$ cat config.mk
export PLATFORM = sky130hd
export DESIGN_NAME = axis_pkt_gen
export DESIGN_NICKNAME = d
export VERILOG_FILES = /design/src/rtl/axis_pkt_gen_pkg.sv /design/src/rtl/axis_pkt_gen.sv
export SDC_FILE = /design/constraint.sdc
export NUM_CORES = 1
export LEC_CHECK = 0
export CORE_AREA = 5 5 329 331
export DETAILED_ROUTE_END_ITERATION = 6
export DIE_AREA = 0 0 334 336
export PLACE_DENSITY_LB_ADDON = 0.1
export SLEW_MARGIN = 20
export SYNTH_ARGS = -nofsm -noshare
export SYNTH_HDL_FRONTEND = slang
export SYNTH_SLANG_ARGS = --single-unit
$ cat constraint.sdc
create_clock -name aclk -period 11.46 [get_ports aclk]
set_clock_uncertainty 0.15 [all_clocks]
set_input_delay 1.719 -clock aclk [delete_from_list [all_inputs] [get_ports aclk]]
set_output_delay 1.719 -clock aclk [all_outputs]
set_load 0.01 [all_outputs]
$ cat src/rtl/axis_pkt_gen_pkg.sv
// Shared types and helpers for the AXI4-Stream packet generator.
// Holds the FSM state encoding and the last-beat keep computation.
package axis_pkt_gen_pkg;

    localparam int MAX_KEEP = 256;

    typedef enum logic [1:0] {
        ST_IDLE = 2'd0,
        ST_SEND = 2'd1,
        ST_GAP  = 2'd2,
        ST_FIN  = 2'd3
    } pkt_gen_state_t;

    // Keep mask for a beat carrying `len` valid bytes on a bus of `bytes` lanes.
    // A len of `bytes` or more yields all lanes set.
    function automatic logic [MAX_KEEP-1:0] len_to_tkeep(input logic [31:0] len,
                                                         input int unsigned bytes);
        logic [MAX_KEEP-1:0] keep;
        keep = '0;
        for (int unsigned i = 0; i < MAX_KEEP; i++) begin
            keep[i] = (i < len) && (i < bytes);
        end
        return keep;
    endfunction

endpackage

$ cat src/rtl/axis_pkt_gen.sv
// AXI4-Stream traffic source: emits n_pkts packets of pkt_len bytes with a
// programmable idle gap and a deterministic {pkt_idx, beat_idx} payload.
module axis_pkt_gen
    import axis_pkt_gen_pkg::*;
#(
    parameter int DATA_BITS = 512,
    parameter int LEN_BITS  = 32,
    parameter int GAP_BITS  = 16
) (
    input  logic                   aclk,
    input  logic                   reset,
    input  logic                   start,
    input  logic                   stop,
    input  logic [LEN_BITS-1:0]    pkt_len,
    input  logic [31:0]            n_pkts,
    input  logic [GAP_BITS-1:0]    gap_cycles,
    output logic                   busy,
    output logic                   done,
    output logic [63:0]            byte_cnt,
    output logic [63:0]            pkt_cnt,
    output logic [63:0]            stall_cnt,
    output logic [DATA_BITS-1:0]   m_axis_tdata,
    output logic [DATA_BITS/8-1:0] m_axis_tkeep,
    output logic                   m_axis_tlast,
    output logic                   m_axis_tvalid,
    input  logic                   m_axis_tready,
    output pkt_gen_state_t         dbg_state
);

    localparam int BYTES = DATA_BITS / 8;
    localparam int LANES = DATA_BITS / 64;

    pkt_gen_state_t        state_q, state_d;
    logic [LEN_BITS-1:0]   len_q, len_d;
    logic [31:0]           npkts_q, npkts_d;
    logic [GAP_BITS-1:0]   gap_q, gap_d;
    logic [GAP_BITS-1:0]   gap_cnt_q, gap_cnt_d;
    logic [LEN_BITS-1:0]   rem_q, rem_d;
    logic [31:0]           pkt_idx_q, pkt_idx_d;
    logic [31:0]           beat_idx_q, beat_idx_d;
    logic                  stop_pend_q, stop_pend_d;
    logic                  tvalid_q, tvalid_d;
    logic                  tlast_q, tlast_d;
    logic [BYTES-1:0]      tkeep_q, tkeep_d;
    logic [DATA_BITS-1:0]  tdata_q, tdata_d;
    logic [63:0]           byte_cnt_q, byte_cnt_d;
    logic [63:0]           pkt_cnt_q, pkt_cnt_d;
    logic [63:0]           stall_cnt_q, stall_cnt_d;

    logic                  hs;
    logic                  load_en;
    logic [31:0]           ld_pkt;
    logic [31:0]           ld_beat;
    logic [LEN_BITS-1:0]   ld_rem;
    logic                  ld_last;
    logic [MAX_KEEP-1:0]   ld_keep_full;

    // Handshake: a beat transfers on a cycle where tvalid and tready are both
    // high; once tvalid rises, tdata/tkeep/tlast hold until that transfer.
    assign hs = tvalid_q && m_axis_tready;

    always_comb begin
        state_d      = state_q;
        len_d        = len_q;
        npkts_d      = npkts_q;
        gap_d        = gap_q;
        gap_cnt_d    = gap_cnt_q;
        rem_d        = rem_q;
        pkt_idx_d    = pkt_idx_q;
        beat_idx_d   = beat_idx_q;
        stop_pend_d  = stop_pend_q;
        tvalid_d     = tvalid_q;
        tlast_d      = tlast_q;
        tkeep_d      = tkeep_q;
        tdata_d      = tdata_q;
        byte_cnt_d   = byte_cnt_q;
        pkt_cnt_d    = pkt_cnt_q;
        stall_cnt_d  = stall_cnt_q;
        load_en      = 1'b0;
        ld_pkt       = pkt_idx_q;
        ld_beat      = 32'd0;
        ld_rem       = rem_q;
        ld_last      = 1'b0;
        ld_keep_full = '0;

        if (hs) begin
            byte_cnt_d = byte_cnt_q + 64'($countones(tkeep_q));
            if (tlast_q) begin
                pkt_cnt_d = pkt_cnt_q + 64'd1;
            end
        end
        if (tvalid_q && !m_axis_tready) begin
            stall_cnt_d = stall_cnt_q + 64'd1;
        end

        unique case (state_q)
            ST_IDLE: begin
                stop_pend_d = 1'b0;
                if (start) begin
                    byte_cnt_d  = '0;
                    pkt_cnt_d   = '0;
                    stall_cnt_d = '0;
                    if (pkt_len != '0 && n_pkts != '0) begin
                        len_d      = pkt_len;
                        npkts_d    = n_pkts;
                        gap_d      = gap_cycles;
                        pkt_idx_d  = '0;
                        beat_idx_d = '0;
                        rem_d      = pkt_len;
                        load_en    = 1'b1;
                        ld_pkt     = 32'd0;
                        ld_rem     = pkt_len;
                        state_d    = ST_SEND;
                    end else begin
                        state_d = ST_FIN;
                    end
                end
            end
            ST_SEND: begin
                if (stop) begin
                    stop_pend_d = 1'b1;
                end
                if (hs) begin
                    if (tlast_q) begin
                        if ((pkt_idx_q + 32'd1 == npkts_q) || stop_pend_q || stop) begin
                            tvalid_d = 1'b0;
                            tlast_d  = 1'b0;
                            state_d  = ST_FIN;
                        end else begin
                            pkt_idx_d  = pkt_idx_q + 32'd1;
                            beat_idx_d = '0;
                            rem_d      = len_q;
                            if (gap_q == '0) begin
                                load_en = 1'b1;
                                ld_pkt  = pkt_idx_q + 32'd1;
                                ld_rem  = len_q;
                            end else begin
                                tvalid_d  = 1'b0;
                                tlast_d   = 1'b0;
                                gap_cnt_d = gap_q;
                                state_d   = ST_GAP;
                            end
                        end
                    end else begin
                        beat_idx_d = beat_idx_q + 32'd1;
                        rem_d      = rem_q - LEN_BITS'(BYTES);
                        load_en    = 1'b1;
                        ld_beat    = beat_idx_q + 32'd1;
                        ld_rem     = rem_q - LEN_BITS'(BYTES);
                    end
                end
            end
            ST_GAP: begin
                if (stop || stop_pend_q) begin
                    state_d = ST_FIN;
                end else if (gap_cnt_q == GAP_BITS'(1)) begin
                    load_en = 1'b1;
                    state_d = ST_SEND;
                end else begin
                    gap_cnt_d = gap_cnt_q - GAP_BITS'(1);
                end
            end
            ST_FIN: begin
                stop_pend_d = 1'b0;
                state_d     = ST_IDLE;
            end
            default: state_d = ST_IDLE;
        endcase

        // Present the beat selected above; rem counts bytes left including it.
        if (load_en) begin
            ld_last      = (ld_rem <= LEN_BITS'(BYTES));
            ld_keep_full = len_to_tkeep(32'(ld_rem), BYTES);
            tvalid_d     = 1'b1;
            tlast_d      = ld_last;
            tkeep_d      = ld_last ? ld_keep_full[BYTES-1:0] : '1;
            tdata_d      = {LANES{ld_pkt, ld_beat}};
        end
    end

    always_ff @(posedge aclk) begin
        if (reset) begin
            state_q     <= ST_IDLE;
            len_q       <= '0;
            npkts_q     <= '0;
            gap_q       <= '0;
            gap_cnt_q   <= '0;
            rem_q       <= '0;
            pkt_idx_q   <= '0;
            beat_idx_q  <= '0;
            stop_pend_q <= 1'b0;
            tvalid_q    <= 1'b0;
            tlast_q     <= 1'b0;
            tkeep_q     <= '0;
            tdata_q     <= '0;
            byte_cnt_q  <= '0;
            pkt_cnt_q   <= '0;
            stall_cnt_q <= '0;
        end else begin
            state_q     <= state_d;
            len_q       <= len_d;
            npkts_q     <= npkts_d;
            gap_q       <= gap_d;
            gap_cnt_q   <= gap_cnt_d;
            rem_q       <= rem_d;
            pkt_idx_q   <= pkt_idx_d;
            beat_idx_q  <= beat_idx_d;
            stop_pend_q <= stop_pend_d;
            tvalid_q    <= tvalid_d;
            tlast_q     <= tlast_d;
            tkeep_q     <= tkeep_d;
            tdata_q     <= tdata_d;
            byte_cnt_q  <= byte_cnt_d;
            pkt_cnt_q   <= pkt_cnt_d;
            stall_cnt_q <= stall_cnt_d;
        end
    end

    assign busy          = (state_q == ST_SEND) || (state_q == ST_GAP);
    assign done          = (state_q == ST_FIN);
    assign byte_cnt      = byte_cnt_q;
    assign pkt_cnt       = pkt_cnt_q;
    assign stall_cnt     = stall_cnt_q;
    assign m_axis_tdata  = tdata_q;
    assign m_axis_tkeep  = tkeep_q;
    assign m_axis_tlast  = tlast_q;
    assign m_axis_tvalid = tvalid_q;
    assign dbg_state     = state_q;

endmodule

==> impl_metrics.py <==
metrics = {
    "cts": {
        "ctsResizeCount": 0,
        "insertion_delay_ns": 0.63,
        "postCtsHoldBufs": 0,
        "cts_root_buf": "clkbuf_16",
        "path_clk_slew_ns": 0.06,
        "cts_buffers": 68,
        "cts_setup_buffers": 0,
        "cts_max_level": 3,
        "numClockSinks": 517,
        "tritoncts": "done",
        "cts_buffer_depth": 3,
    },
    "route": {
        "firstDrtPassIters": 5,
        "wire_per_inst_um": 20.31,
        "route.detailed.drc": 0,
        "routed_wl_mm": 114.7,
        "drtIter0Drc": 1835,
        "num_vias": 27380,
        "ant_nets": 0,
        "routed_via_density": 4.848,
    },
    "finish": {
        "most-common-layout-cells": "clkdlybuf4s50_1, dfxtp_1, nand2_1, nor2_1, a21oi_1",
        "multi_input_area_mm2": 0.01547,
        "regArea_mm2": 0.01035,
        "syn_to_final_growth_pct": 29.04,
        "final_common_cell": "clkdlybuf4s50_1",
        "drive_above_1_share_pct": 4.909,
        "fill_cells": 10920,
        "stdcell_area_mm2": 0.03948,
        "nNetsFinal": 4364,
    },
    "timing": {
        "tightest_slew_ns": 1.173,
        "setup-violations-final": 0,
        "fmax_ghz": 0.1173,
        "relSlewSlack_pct": 21.49,
        "slew_viol_final": 0,
        "period_share_pct": 74.39,
        "grt_setup_unrepaired": "false",
        "fin_tns_setup_ns": 0,
        "final.min_clock_period_ns": 8.526,
        "finalHoldViolCount": 0,
        "holdWs_ns": 0.3168,
    },
    "worst_setup_path": {
        "worst_ep_required_time_ns": 11.79,
        "path_max_fanout": 6,
        "critical_path.startpoint_type": "flip-flop",
        "crit_path_end_kind": "flip-flop",
        "critical_path_class": "reg -> reg",
        "critical_path_arrival_ns": 8.85,
    },
    "power": {
        "p_per_area_mw_per_mm2": 293.9,
        "leakage_nw": 13.82,
        "vdd_ir_drop_max_uv": 1090,
    },
    "outcome": {
        "outcome": "finished, final reports clean",
    },
    "logic_synthesis": {
        "synthCells": 3895,
        "yosys_register_bits": 517,
        "synth.avg_cell_area_um2": 7.855,
        "synth-warning-count": 0,
        "synth-edff-count": 0,
        "synth_flop_cell": "dfxtp_1",
        "syn_area_mm2": 0.03060,
        "ys_types": 83,
        "synth_fp_nets": 4074,
        "synth-async-reset-ratio_pct": 0,
        "yosysSeqAreaShare_pct": 33.83,
    },
    "floorplan": {
        "die_h_um": 336,
        "ios": 859,
        "core_area_mm2": 0.1048,
        "dieArea_mm2": 0.1122,
        "dieWidth_um": 334,
        "start_util_pct": 29.19,
        "rows": 119,
    },
    "place": {
        "routabilityCongestion": 0.8265,
        "placement.cell_area_mm2": 0.03704,
        "port_buffers": 858,
        "dp_hpwl_mm": 84.09,
    },
    "min_path": {
        "hold_class": "reg -> reg",
    },
    "grt": {
        "grt_pass1_vias": 26230,
        "grt_usage_pct": 19.33,
        "grt_max_degree": 100,
        "antenna_found_initial": 26,
        "grt-ovfl-total": 0,
        "grt_pass1_wl_mm": 171.3,
    },
    "flow_run": {
        "cap_violations": 0,
    },
}
[final timing paths]
kind / startpoint / endpoint / slack, ns / cells after the start
hold / removal: len_q[27]$_SDFFE_PP0P_ / len_q[27]$_SDFFE_PP0P_ / 0.32 / 2
setup / recovery: m_axis_tkeep[46]$_SDFFE_PP0P_ / byte_cnt[32]$_SDFF_PP0_ / 2.93 / 25
setup reg to reg: m_axis_tkeep[46]$_SDFFE_PP0P_ / byte_cnt[32]$_SDFF_PP0_ / 2.93 / 25
hold reg to reg: len_q[27]$_SDFFE_PP0P_ / len_q[27]$_SDFFE_PP0P_ / 0.32 / 2
[worst max-delay path, cell delays in order (launching register included)]
cell and delay (ns):
dfxtp_1 0.33, inv_1 0.07, fa_1 0.54, inv_1 0.05
fa_1 0.49, inv_1 0.05, fa_1 0.46, fa_1 0.57
fa_1 0.44, fa_1 0.56, fa_1 0.45, fa_1 0.46
fa_1 0.42, fa_1 0.39, nor2b_1 0.16, o21ai_0 0.13
a21boi_0 0.25, o21ai_0 0.16, a21boi_0 0.27, o21ai_0 0.23
a21oi_1 0.41, o211ai_1 0.26, nor3_1 0.66, nand4_1 0.19
xor2_1 0.17, nor2_1 0.05
[layout make-up]
class                      instances  share of cell area, %
antenna                           20                 0.1268
clock buffer                     101                  5.112
clock inverter                    21                 0.9285
inverter                         157                  1.493
multi-input combinational       2542                  39.17
sequential                       517                  26.22
tap                             1391                  4.408
timing repair buffer             899                  22.54
[power by group]
group	leakage, nW	switching (mW)	internal, mW
logic	8.44	4.09	3.03
clock network	1.17	0.871	1.42
registers	4.21	0.216	1.98
[flip-flops by register name, indices dropped and copies added, names as in the netlist, 16 cells and up]
signal	cells
beat_idx_q	32
byte_cnt	64
stall_cnt	64
len_q	32
pkt_cnt	64
m_axis_tdata	64
npkts_q	32
gap_q	16
m_axis_tkeep	64
rem_q	32
gap_cnt_q	16
pkt_idx_q	32
[routing by layer]
layer  global-route usage [%]  share of wire (%)  vias up
li1                         -                  -    13510
met1                    26.26                 46    13000
met2                    30.66                 45      737
met3                    5.873                7.1      122
met4                    3.739                1.6       18
met5                        0               0.11        -
[kinds of logic (layout without fill, tap and decap cells)]
group                    after synthesis  in the layout  synth area share, %
multiplexers                          41             41                1.403
AND/OR/NAND/NOR                     1458           1458                22.19
XOR/XNOR                             242            242                6.927
flip-flops                           517            517                33.83
other                                  0             20                    0
buffers and inverters                836           1178                15.88
AO/OA/AOI/OAI                        707            707                14.55
adder cells (fa/ha/maj)               94             94                5.218
[metrics by stage]
stage,cells,setup WS [ns],power (mW),util [%]
4_1_cts,5628,2.899,11.80,37.61
6_report,5648,2.934,11.60,37.67
3_5_place_dp,5506,2.925,9.407,35.34
5_1_grt,5631,2.367,12.88,37.63
3_3_place_gp,5506,2.955,9.336,35.34
2_1_floorplan,3895,4.002,7.193,-
[Yosys cell counts (all sizes together), types with 25 or more instances]
cell type / n / area (um2)
dfxtp: 517 / 10350
buf: 475 / 3503
nand2: 443 / 1665
nor2: 439 / 1648
a21oi: 265 / 1326
clkbuf: 204 / 767.0
inv: 156 / 585.6
nand3: 140 / 700.7
xor2: 138 / 1209
o21ai: 131 / 655.6
nor3: 109 / 566.8
xnor2: 104 / 910.9
nor4: 72 / 471.7
and3: 63 / 394.1
a211oi: 60 / 455.4
fa: 56 / 1121
a221oi: 53 / 464.2
nand4: 51 / 334.1
or3: 48 / 300.3
ha: 38 / 475.5
a21o: 27 / 202.7
mux2i: 26 / 260.3
a22oi: 25 / 187.7
No activity file was read; power rests on OpenSTA's default activity.
